[config.mk]
export PLATFORM = sky130hd
export DESIGN_NAME = adsb_frame_sched
export DESIGN_NICKNAME = d
export VERILOG_FILES = /design/src/rtl/adsb_frame_sched.sv
export SDC_FILE = /design/constraint.sdc
export NUM_CORES = 1
export LEC_CHECK = 0
export ABC_AREA = 1
export CAP_MARGIN = 10
export CORE_MARGIN = 3
export CORE_UTILIZATION = 54
export DETAILED_ROUTE_END_ITERATION = 7
export PLACE_DENSITY_LB_ADDON = 0.2
export SETUP_SLACK_MARGIN = 0.2
export SLEW_MARGIN = 20
export SYNTH_ARGS = -nofsm -noshare
export SYNTH_HDL_FRONTEND = slang
export SYNTH_SLANG_ARGS = --single-unit
export TNS_END_PERCENT = 30
[constraint.sdc]
create_clock -name clk8M -period 2.3 [get_ports clk8M]
set_clock_uncertainty 0.05 [all_clocks]
set_input_delay 0.69 -clock clk8M [delete_from_list [all_inputs] [get_ports clk8M]]
set_output_delay 0.69 -clock clk8M [all_outputs]
set_load 0.02 [all_outputs]
[src/rtl/adsb_frame_sched.sv]
// adsb_frame_sched
// Sits between the ADS-B bit demodulator and the SPI byte engine. Decoded
// bits are packed MSB-first into bytes and stored in one of two frame slots,
// which are used as a 2-entry FIFO. Each full slot is sent as one burst with
// spi_ss held low: a header byte {4'hA, seq} followed by the frame bytes.
// A frame is dropped, and frame_drop pulses, when it contains a Manchester
// error or when no slot is free at its sync_det.
//
// Ports
//   clk8M          in   system clock, rising edge
//   rst            in   asynchronous reset, active low
//   sync_det       in   preamble matched; frame bits follow
//   bit_valid      in   bit_data holds one decoded bit
//   bit_data       in   decoded bit, MSB of the frame first
//   bit_err        in   invalid Manchester pair in the current frame
//   spi_byte       out  byte offered to the SPI engine
//   spi_byte_valid out  spi_byte is valid
//   spi_byte_ready in   engine idle and shifter empty
//   spi_ss         out  active-low chip select
//   frame_drop     out  one-cycle pulse per discarded frame
//   busy           out  a slot is full or a burst is in progress
//
// Capture FSM
//   state  | meaning
//   C_IDLE | waiting for sync_det; stray bits ignored
//   C_CAPT | packing bits into slot[wr_ptr]
//
// TX FSM
//   state   | meaning
//   T_IDLE  | spi_ss high, waiting for full[rd_ptr]
//   T_SETUP | spi_ss low, SS_SETUP cycles before the first byte
//   T_HDR   | header offered
//   T_DATA  | frame bytes offered
//   T_DRAIN | last byte accepted, waiting for the shifter to empty
//   T_GAP   | spi_ss high, SS_HOLD cycles before the next burst
module adsb_frame_sched #(
  parameter int FRAME_BITS = 112,
  parameter int SS_SETUP   = 4,
  parameter int SS_HOLD    = 4
) (
  input  logic       clk8M,
  input  logic       rst,
  input  logic       sync_det,
  input  logic       bit_valid,
  input  logic       bit_data,
  input  logic       bit_err,
  output logic [7:0] spi_byte,
  output logic       spi_byte_valid,
  input  logic       spi_byte_ready,
  output logic       spi_ss,
  output logic       frame_drop,
  output logic       busy
);

  localparam int N_BYTES = FRAME_BITS / 8;
  localparam int BC_W    = (N_BYTES > 1) ? $clog2(N_BYTES) : 1;
  localparam int IDX_W   = $clog2(N_BYTES + 1);
  localparam int TMR_W   = 8;

  typedef enum logic {C_IDLE, C_CAPT} cap_state_t;
  typedef enum logic [2:0] {T_IDLE, T_SETUP, T_HDR, T_DATA, T_DRAIN, T_GAP} tx_state_t;

  cap_state_t       r_cap_state;
  tx_state_t        r_tx_state;

  logic [7:0]       r_mem [2][N_BYTES];
  logic [1:0]       r_full;
  logic             r_wr_ptr;
  logic             r_rd_ptr;

  logic [6:0]       r_shift;
  logic [2:0]       r_bit_cnt;
  logic [BC_W-1:0]  r_byte_cnt;
  logic             r_frame_drop;

  logic [IDX_W-1:0] r_tx_idx;
  logic [TMR_W-1:0] r_tmr;
  logic [3:0]       r_seq;
  logic [7:0]       r_spi_byte;
  logic             r_spi_valid;
  logic             r_spi_ss;

  logic             w_byte_wr;
  logic             w_last_byte;
  logic             w_cap_done;
  logic             w_tx_done;
  logic             w_accept;
  logic [1:0]       w_full_set;
  logic [1:0]       w_full_clr;

  // A bit only counts when no error or restart arrives in the same cycle.
  assign w_byte_wr   = (r_cap_state == C_CAPT) && bit_valid && !bit_err && !sync_det
                       && (r_bit_cnt == 3'd7);
  assign w_last_byte = (r_byte_cnt == BC_W'(N_BYTES - 1));
  assign w_cap_done  = w_byte_wr && w_last_byte;
  assign w_tx_done   = (r_tx_state == T_DRAIN) && spi_byte_ready;
  assign w_accept    = r_spi_valid && spi_byte_ready;

  // Capture only ever targets a free slot and TX only releases a full one,
  // so a set and a clear in the same cycle always hit different slots.
  assign w_full_set  = w_cap_done ? {r_wr_ptr, ~r_wr_ptr} : 2'b00;
  assign w_full_clr  = w_tx_done  ? {r_rd_ptr, ~r_rd_ptr} : 2'b00;

  always_ff @(posedge clk8M or negedge rst) begin
    if (!rst) begin
      r_cap_state  <= C_IDLE;
      r_wr_ptr     <= 1'b0;
      r_shift      <= '0;
      r_bit_cnt    <= '0;
      r_byte_cnt   <= '0;
      r_frame_drop <= 1'b0;
    end else begin
      r_frame_drop <= 1'b0;
      case (r_cap_state)
        C_IDLE: begin
          if (sync_det) begin
            if (!r_full[r_wr_ptr]) begin
              r_bit_cnt   <= '0;
              r_byte_cnt  <= '0;
              r_cap_state <= C_CAPT;
            end else begin
              r_frame_drop <= 1'b1;
            end
          end
        end
        C_CAPT: begin
          if (bit_err) begin
            r_frame_drop <= 1'b1;
            r_cap_state  <= C_IDLE;
          end else if (sync_det) begin
            // new preamble: silently restart in the same slot
            r_bit_cnt  <= '0;
            r_byte_cnt <= '0;
          end else if (bit_valid) begin
            r_shift   <= {r_shift[5:0], bit_data};
            r_bit_cnt <= r_bit_cnt + 3'd1;
            if (r_bit_cnt == 3'd7) begin
              r_byte_cnt <= r_byte_cnt + BC_W'(1);
              if (w_last_byte) begin
                r_wr_ptr    <= ~r_wr_ptr;
                r_cap_state <= C_IDLE;
              end
            end
          end
        end
        default: r_cap_state <= C_IDLE;
      endcase
    end
  end

  // Frame storage carries no reset; a slot is only read once full is set.
  always_ff @(posedge clk8M) begin
    if (w_byte_wr) begin
      r_mem[r_wr_ptr][r_byte_cnt] <= {r_shift, bit_data};
    end
  end

  always_ff @(posedge clk8M or negedge rst) begin
    if (!rst) begin
      r_full <= 2'b00;
    end else begin
      r_full <= (r_full | w_full_set) & ~w_full_clr;
    end
  end

  always_ff @(posedge clk8M or negedge rst) begin
    if (!rst) begin
      r_tx_state  <= T_IDLE;
      r_rd_ptr    <= 1'b0;
      r_tx_idx    <= '0;
      r_tmr       <= '0;
      r_seq       <= 4'd0;
      r_spi_byte  <= 8'h00;
      r_spi_valid <= 1'b0;
      r_spi_ss    <= 1'b1;
    end else begin
      case (r_tx_state)
        T_IDLE: begin
          if (r_full[r_rd_ptr]) begin
            r_spi_ss   <= 1'b0;
            r_tmr      <= TMR_W'(SS_SETUP - 1);
            r_tx_state <= T_SETUP;
          end
        end
        T_SETUP: begin
          if (r_tmr == '0) begin
            r_spi_byte  <= {4'hA, r_seq};
            r_spi_valid <= 1'b1;
            r_tx_state  <= T_HDR;
          end else begin
            r_tmr <= r_tmr - TMR_W'(1);
          end
        end
        T_HDR: begin
          if (w_accept) begin
            r_spi_byte <= r_mem[r_rd_ptr][0];
            r_tx_idx   <= IDX_W'(1);
            r_tx_state <= T_DATA;
          end
        end
        T_DATA: begin
          // r_tx_idx is the index of the byte to present next, so reaching
          // N_BYTES on an accept means the last byte just went out.
          if (w_accept) begin
            if (r_tx_idx == IDX_W'(N_BYTES)) begin
              r_spi_valid <= 1'b0;
              r_tx_state  <= T_DRAIN;
            end else begin
              r_spi_byte <= r_mem[r_rd_ptr][r_tx_idx[BC_W-1:0]];
              r_tx_idx   <= r_tx_idx + IDX_W'(1);
            end
          end
        end
        T_DRAIN: begin
          if (spi_byte_ready) begin
            r_spi_ss   <= 1'b1;
            r_rd_ptr   <= ~r_rd_ptr;
            r_seq      <= r_seq + 4'd1;
            r_tmr      <= TMR_W'(SS_HOLD - 1);
            r_tx_state <= T_GAP;
          end
        end
        T_GAP: begin
          if (r_tmr == '0) begin
            r_tx_state <= T_IDLE;
          end else begin
            r_tmr <= r_tmr - TMR_W'(1);
          end
        end
        default: r_tx_state <= T_IDLE;
      endcase
    end
  end

  assign spi_byte       = r_spi_byte;
  assign spi_byte_valid = r_spi_valid;
  assign spi_ss         = r_spi_ss;
  assign frame_drop     = r_frame_drop;
  assign busy           = (|r_full) || (r_tx_state != T_IDLE);

endmodule

### After elaboration in Yosys (flattened, before gate mapping)

Memories as Yosys holds them, arrays and structs flattened.
Cells that the tools add are included.
Widths: inputs -> output; s select.

* RAM bits: 224
* bits in registers: 49
* output and inout port bits: 12
* memories kept: 1
* bits of input ports: 7
* word-level logic and storage cells: 156

Memories
* r_mem: depth 2, width 112, rd ports 1, clocked after memory_dff 0, write ports 1, line 66 `logic [7:0] r_mem [2][N_BYTES];`

* bitwise logic cells: 10
* multiplexer cells: 66
* reduce and logical (&&, ||, !) cells: 32
* $lt $le $gt $ge: 5
* equal/unequal tests: 22
* $add $sub $neg: 5

Operators by type and width (number)
* $mux 112: 1
* $mux 8: 10
* $pmux 8 s3: 2
* $mux 3: 12
* $mux 4: 9
* $bmux 8 s4: 1
* $demux 8 s4: 1
* $ne 2x2->1 const B: 12
* $mux 1: 20
* $reduce_and 4->1: 5
* $pmux 3 s6: 1
* $pmux 4 s2: 2
* $add 4x1->4 const B: 3
* $ge 5x5->1 const B: 2
* $not 4->5: 2
* $reduce_and 5->1: 2
* $eq 3x3->1 const B: 3
* $reduce_bool 3->1: 3
* $eq 4x4->1 const B: 2
* $logic_and 1x1->1: 8
* $logic_not 8->1: 1
* $pmux 1 s2: 4
* $sub 8x1->8 const B: 1
* $reduce_and 7->1: 1
* 21 further kinds: 32

### Depth between registers and ports, before layout

* word-level depth: 8
* gate-level depth with buffers: 11
* gate-level depth less buffers: 9

### Worst setup path after synthesis

OpenSTA, ideal clock, no wires.

* kind: input to register
* from: input bit_err
* to: memory r_mem[0][100] (netlist name), enable pin
* library setup time: 0.395 ns
* slack: -0.347 ns
* buffers on the path: 1
* arrival time: 2.203 ns
* stages: 4
* cell sequence: nor4_2 > nand2_1 > buf_2 > nor4_1

* cells in the longest elaborated chain, start to end: 6

Ends and longest elaborated chain
* start, declared: line 46 `input logic bit_err,`
* $logic_not 1->1: line 92 `assign w_byte_wr = (r_cap_state == C_CAPT) && bit_valid && !bit_err && !sync_det`
* $logic_and 1x1->1 (2 in a row): line 92
* $logic_and 1x1->1: line 93 `&& (r_bit_cnt == 3'd7);`
* $mux 1: line 153 `if (w_byte_wr) begin`
* $mux 112 (not written as such): line 154 `r_mem[r_wr_ptr][r_byte_cnt] <= {r_shift, bit_data};`
* end, declared: line 66

No other way between the ends.

### Final worst setup path

* from: register r_tx_state[1]
* to: output busy

* cells in the longest elaborated chain, start to end: 2

Ends and longest elaborated chain
* start, declared: line 64 `tx_state_t r_tx_state;`
* start signal, assigned: line 168 `r_tx_state <= T_IDLE;`
* start signal, assigned: line 182 `r_tx_state <= T_SETUP;`
* start signal, assigned: line 189 `r_tx_state <= T_HDR;`
* $reduce_bool 3->1: line 239 `assign busy = (|r_full) || (r_tx_state != T_IDLE);`
* $logic_or 1x1->1: line 239
* end, declared: line 52 `output logic busy`

No other way between the ends.

==> results.cfg <==
[cells_and_area]
final_common_cell = nand2_1
layout.nets = 1301
num_antenna_cells = 0
fillers = 1718
register_area_sq_um = 7960
finalNonFillerCells = 1584
final_cell_mix = 318 x nand2_1, 224 x edfxtp_1, 197 x nand3_1
layout-drive-gt1-share_pct = 12.5
multi_input_area_sq_um = 3510
fin_area_sq_um = 14200
layout-area-overhead-vs-synth_pct = 16.6

[synth]
synthFlopType = edfxtp_1
synth_edf_count = 224
synth_nets = 1234
synth_xor_area_share_pct = 0.791
ys_seq_elements = 273
syn_inst = 1216
synth_compound_area_share_pct = 3.23
yosys.area_share.simple_pct = 21.8
yosysSeqAreaShare_pct = 65.3
synth_area_sq_um = 12200
synthAdderAreaFrac_pct = 1.13
synth_area_per_cell_sq_um = 10.0
synth_top_area_share_pct = 55.2
yosys-mux-area-fraction_pct = 0.185
ys.warnings.count = 0
synth.largest_area_cell = edfxtp_1
synth_top_family_by_area = simple AND/OR/NAND/NOR gates
synth.area.top_cells = edfxtp_1 55%, nand2_1 9.9%, dfrtp_1 9.9%
async_flop_share_pct = 17.9
synth.distinct_cells = 36

[drt]
firstDrtPassIters = 5
drc = 0
vias = 8686
drt_iter0_drc = 942
viasPerCell = 5.48
totalWireLength_mm = 29.2
postRouteAntennaNets = 0
wire_per_inst_um = 18.5

[die]
io_pins = 19
fp-row-count = 54
die_h_um = 156
die_w_um = 156
start_util_pct = 55.5
dieArea_sq_um = 24400
design.core.area_sq_um = 22000

[power_and_ir_drop]
cellPowerDensity_nw_per_um2 = 1160
switching_share_pct = 36.1
internal-power_mw = 10.5
seq_power_share_pct = 40.3
ir_drop_mv = 0.796
p_clk_share_pct = 27.3
p_comb_share_pct = 32.4
p_leak_nw = 6.06
p_sw_mw = 5.93

[global_route]
grt_overflow = 0
grt_pass1_wl_mm = 44.9
grt_max_degree = 81
grt_pass1_vias = 8086
antenna_found_initial = 0
track_usage_pct = 23.9

[status]
status = finished clean

[clock_network]
clockRootBuffer = clkbuf_16
clock_latency_ns = 0.54
htree_num_levels = 1
cts_max_path_buffers = 3
clkSlewWorstSetupHoldPaths_ns = 0.06
cts_sinks = 273
cts_hold_buffers = 0
cts_tree = built
cts_buffers = 29

[sta]
tns_ns = 0
max_freq_ghz = 0.455
hold_ws_ns = 0.0354
worstMarginPinSlew_ns = 0.571
setup_violations = 0
slew-limit-headroom_pct = 62.0
finalMaxSlewViolations = 0
finalCritPeriodShare_pct = 95.6
finalHoldViolCount = 0
rsz0062_at_grt = true
fin_crit_ns = 2.20

[place]
hpwlAfterDp_mm = 18.6
placed_cells = 1529
place_congestion = 0.857
dpl_cell_area_sq_um = 13200
portBuffers = 18

[flow_run]
cap_violations = 0

[setup_path]
rr_endpoint = spi_byte[2]
crit_path_start_kind = flop
rr_startpoint = r_rd_ptr
path_class = reg2out
critical_path.cell_chain = nor2_2 > nand2_2 > inv_2 > nand3_2 > buf_6
slowest_stage = dfrtp_1
r2r_slack_ns = 0.32
worst-path-max-fanout = 2
critPathMaxStageDelay_ns = 0.38
cp-end-kind = primary output
crit_required_ns = 1.56
rr_worst_depth = 10
critPathArrivalTime_ns = 1.46

[min_path]
hold_class = in2async
-- area by class of cell --
type                    count  share of cell area [%]
repair buffers             87                    5.42
clock inverters            19                    1.24
clock buffers              33                    5.22
inverters                 186                    4.92
multi-input cells         706                    24.7
well taps                 280                    2.47
flip-flops and latches    273                    56.0
-- synth_stat cells (5+ instances only) --
cell / instances
xor2_1: 7
nand3_1: 198
o31ai_1: 8
buf_2: 24
nor4_1: 15
edfxtp_1: 224
clkbuf_1: 21
inv_2: 5
a21oi_1: 33
inv_1: 178
dfrtp_1: 48
nor2_1: 59
nand2_1: 321
or2_2: 8
ha_1: 11
o21ai_0: 17
-- worst max path at each step --
stage                              from            to  slack, ns  depth (start not counted)
after floorplan                 bit_err  r_mem[0][16]       0.07                          4
after global placement          bit_err  r_mem[0][80]      -0.41                          7
after detailed placement        bit_err  r_mem[1][83]      -0.41                          7
after CTS                 r_tx_state[0]          busy     -0.009                          5
after global routing      r_tx_state[1]          busy       0.04                          5
final                     r_tx_state[1]          busy       0.10                          5
-- stage by stage --
step	worst slack (ns)	power, mW	util, %
detailed placement	-0.413	12.0	60.2
finish	0.102	16.5	64.7
global route	0.0373	17.3	64.7
floorplan	0.0659	9.89	-
CTS	-0.00940	16.4	64.4
global placement	-0.406	11.9	60.2
-- logic make-up (layout without fill, tap and decap cells) --
logic type / count (synthesis) / count (layout)
AO/OA/AOI/OAI: 68 / 68
flip-flops: 273 / 273
adder cells (fa/ha/maj): 11 / 11
XOR/XNOR: 11 / 11
AND/OR/NAND/NOR: 614 / 614
buffers and inverters: 237 / 325
multiplexers: 2 / 2
-- power groups by stage --
stage	Sequential [mW]	Combinational (mW)	Clock, mW
2_1_floorplan	6.91	2.98	0
3_3_place_gp	6.73	5.14	0
3_5_place_dp	6.73	5.23	0
4_1_cts	6.63	5.19	4.56
5_1_grt	6.69	5.88	4.74
6_report	6.64	5.32	4.49
-- per-layer routing --
| metal | routed length, um | vias to the layer above | global-route usage [%] | share of wire [%] |
|---|---|---|---|---|
| li1 | - | 4149 | - | - |
| met1 | 12700 | 4106 | 34.9 | 44 |
| met2 | 13600 | 368 | 38.0 | 46 |
| met3 | 2110 | 63 | 3.16 | 7.2 |
| met4 | 819 | 0 | 7.21 | 2.8 |
| met5 | 0 | - | 0 | 0 |
-- critical path, delay by kind of cell, from the launching register on --
kind | cells | cell delay (ns)
and+or+nand+nor | 3 | 0.30
buffers and inverters | 2 | 0.22
DFF | 1 | 0.38
-- state kept, by name, indices dropped and copies added, names as in the netlist, 4 cells and up --
| signal | count |
|---|---|
| r_byte_cnt | 4 |
| r_mem | 224 |
| r_seq | 4 |
| r_shift | 7 |
| r_tmr | 8 |
| r_tx_idx | 4 |
| spi_byte | 8 |
-- timing repair --
| item | CTS | global route |
|---|---|---|
| resized for setup | 22 | 13 |
| cloned | 0 | 1 |
| endpoints found under the setup margin | 44 | 164 |
| pin swaps | 0 | 5 |
| setup buffers | 1 | 1 |
(Power assumes the default switching activity.)
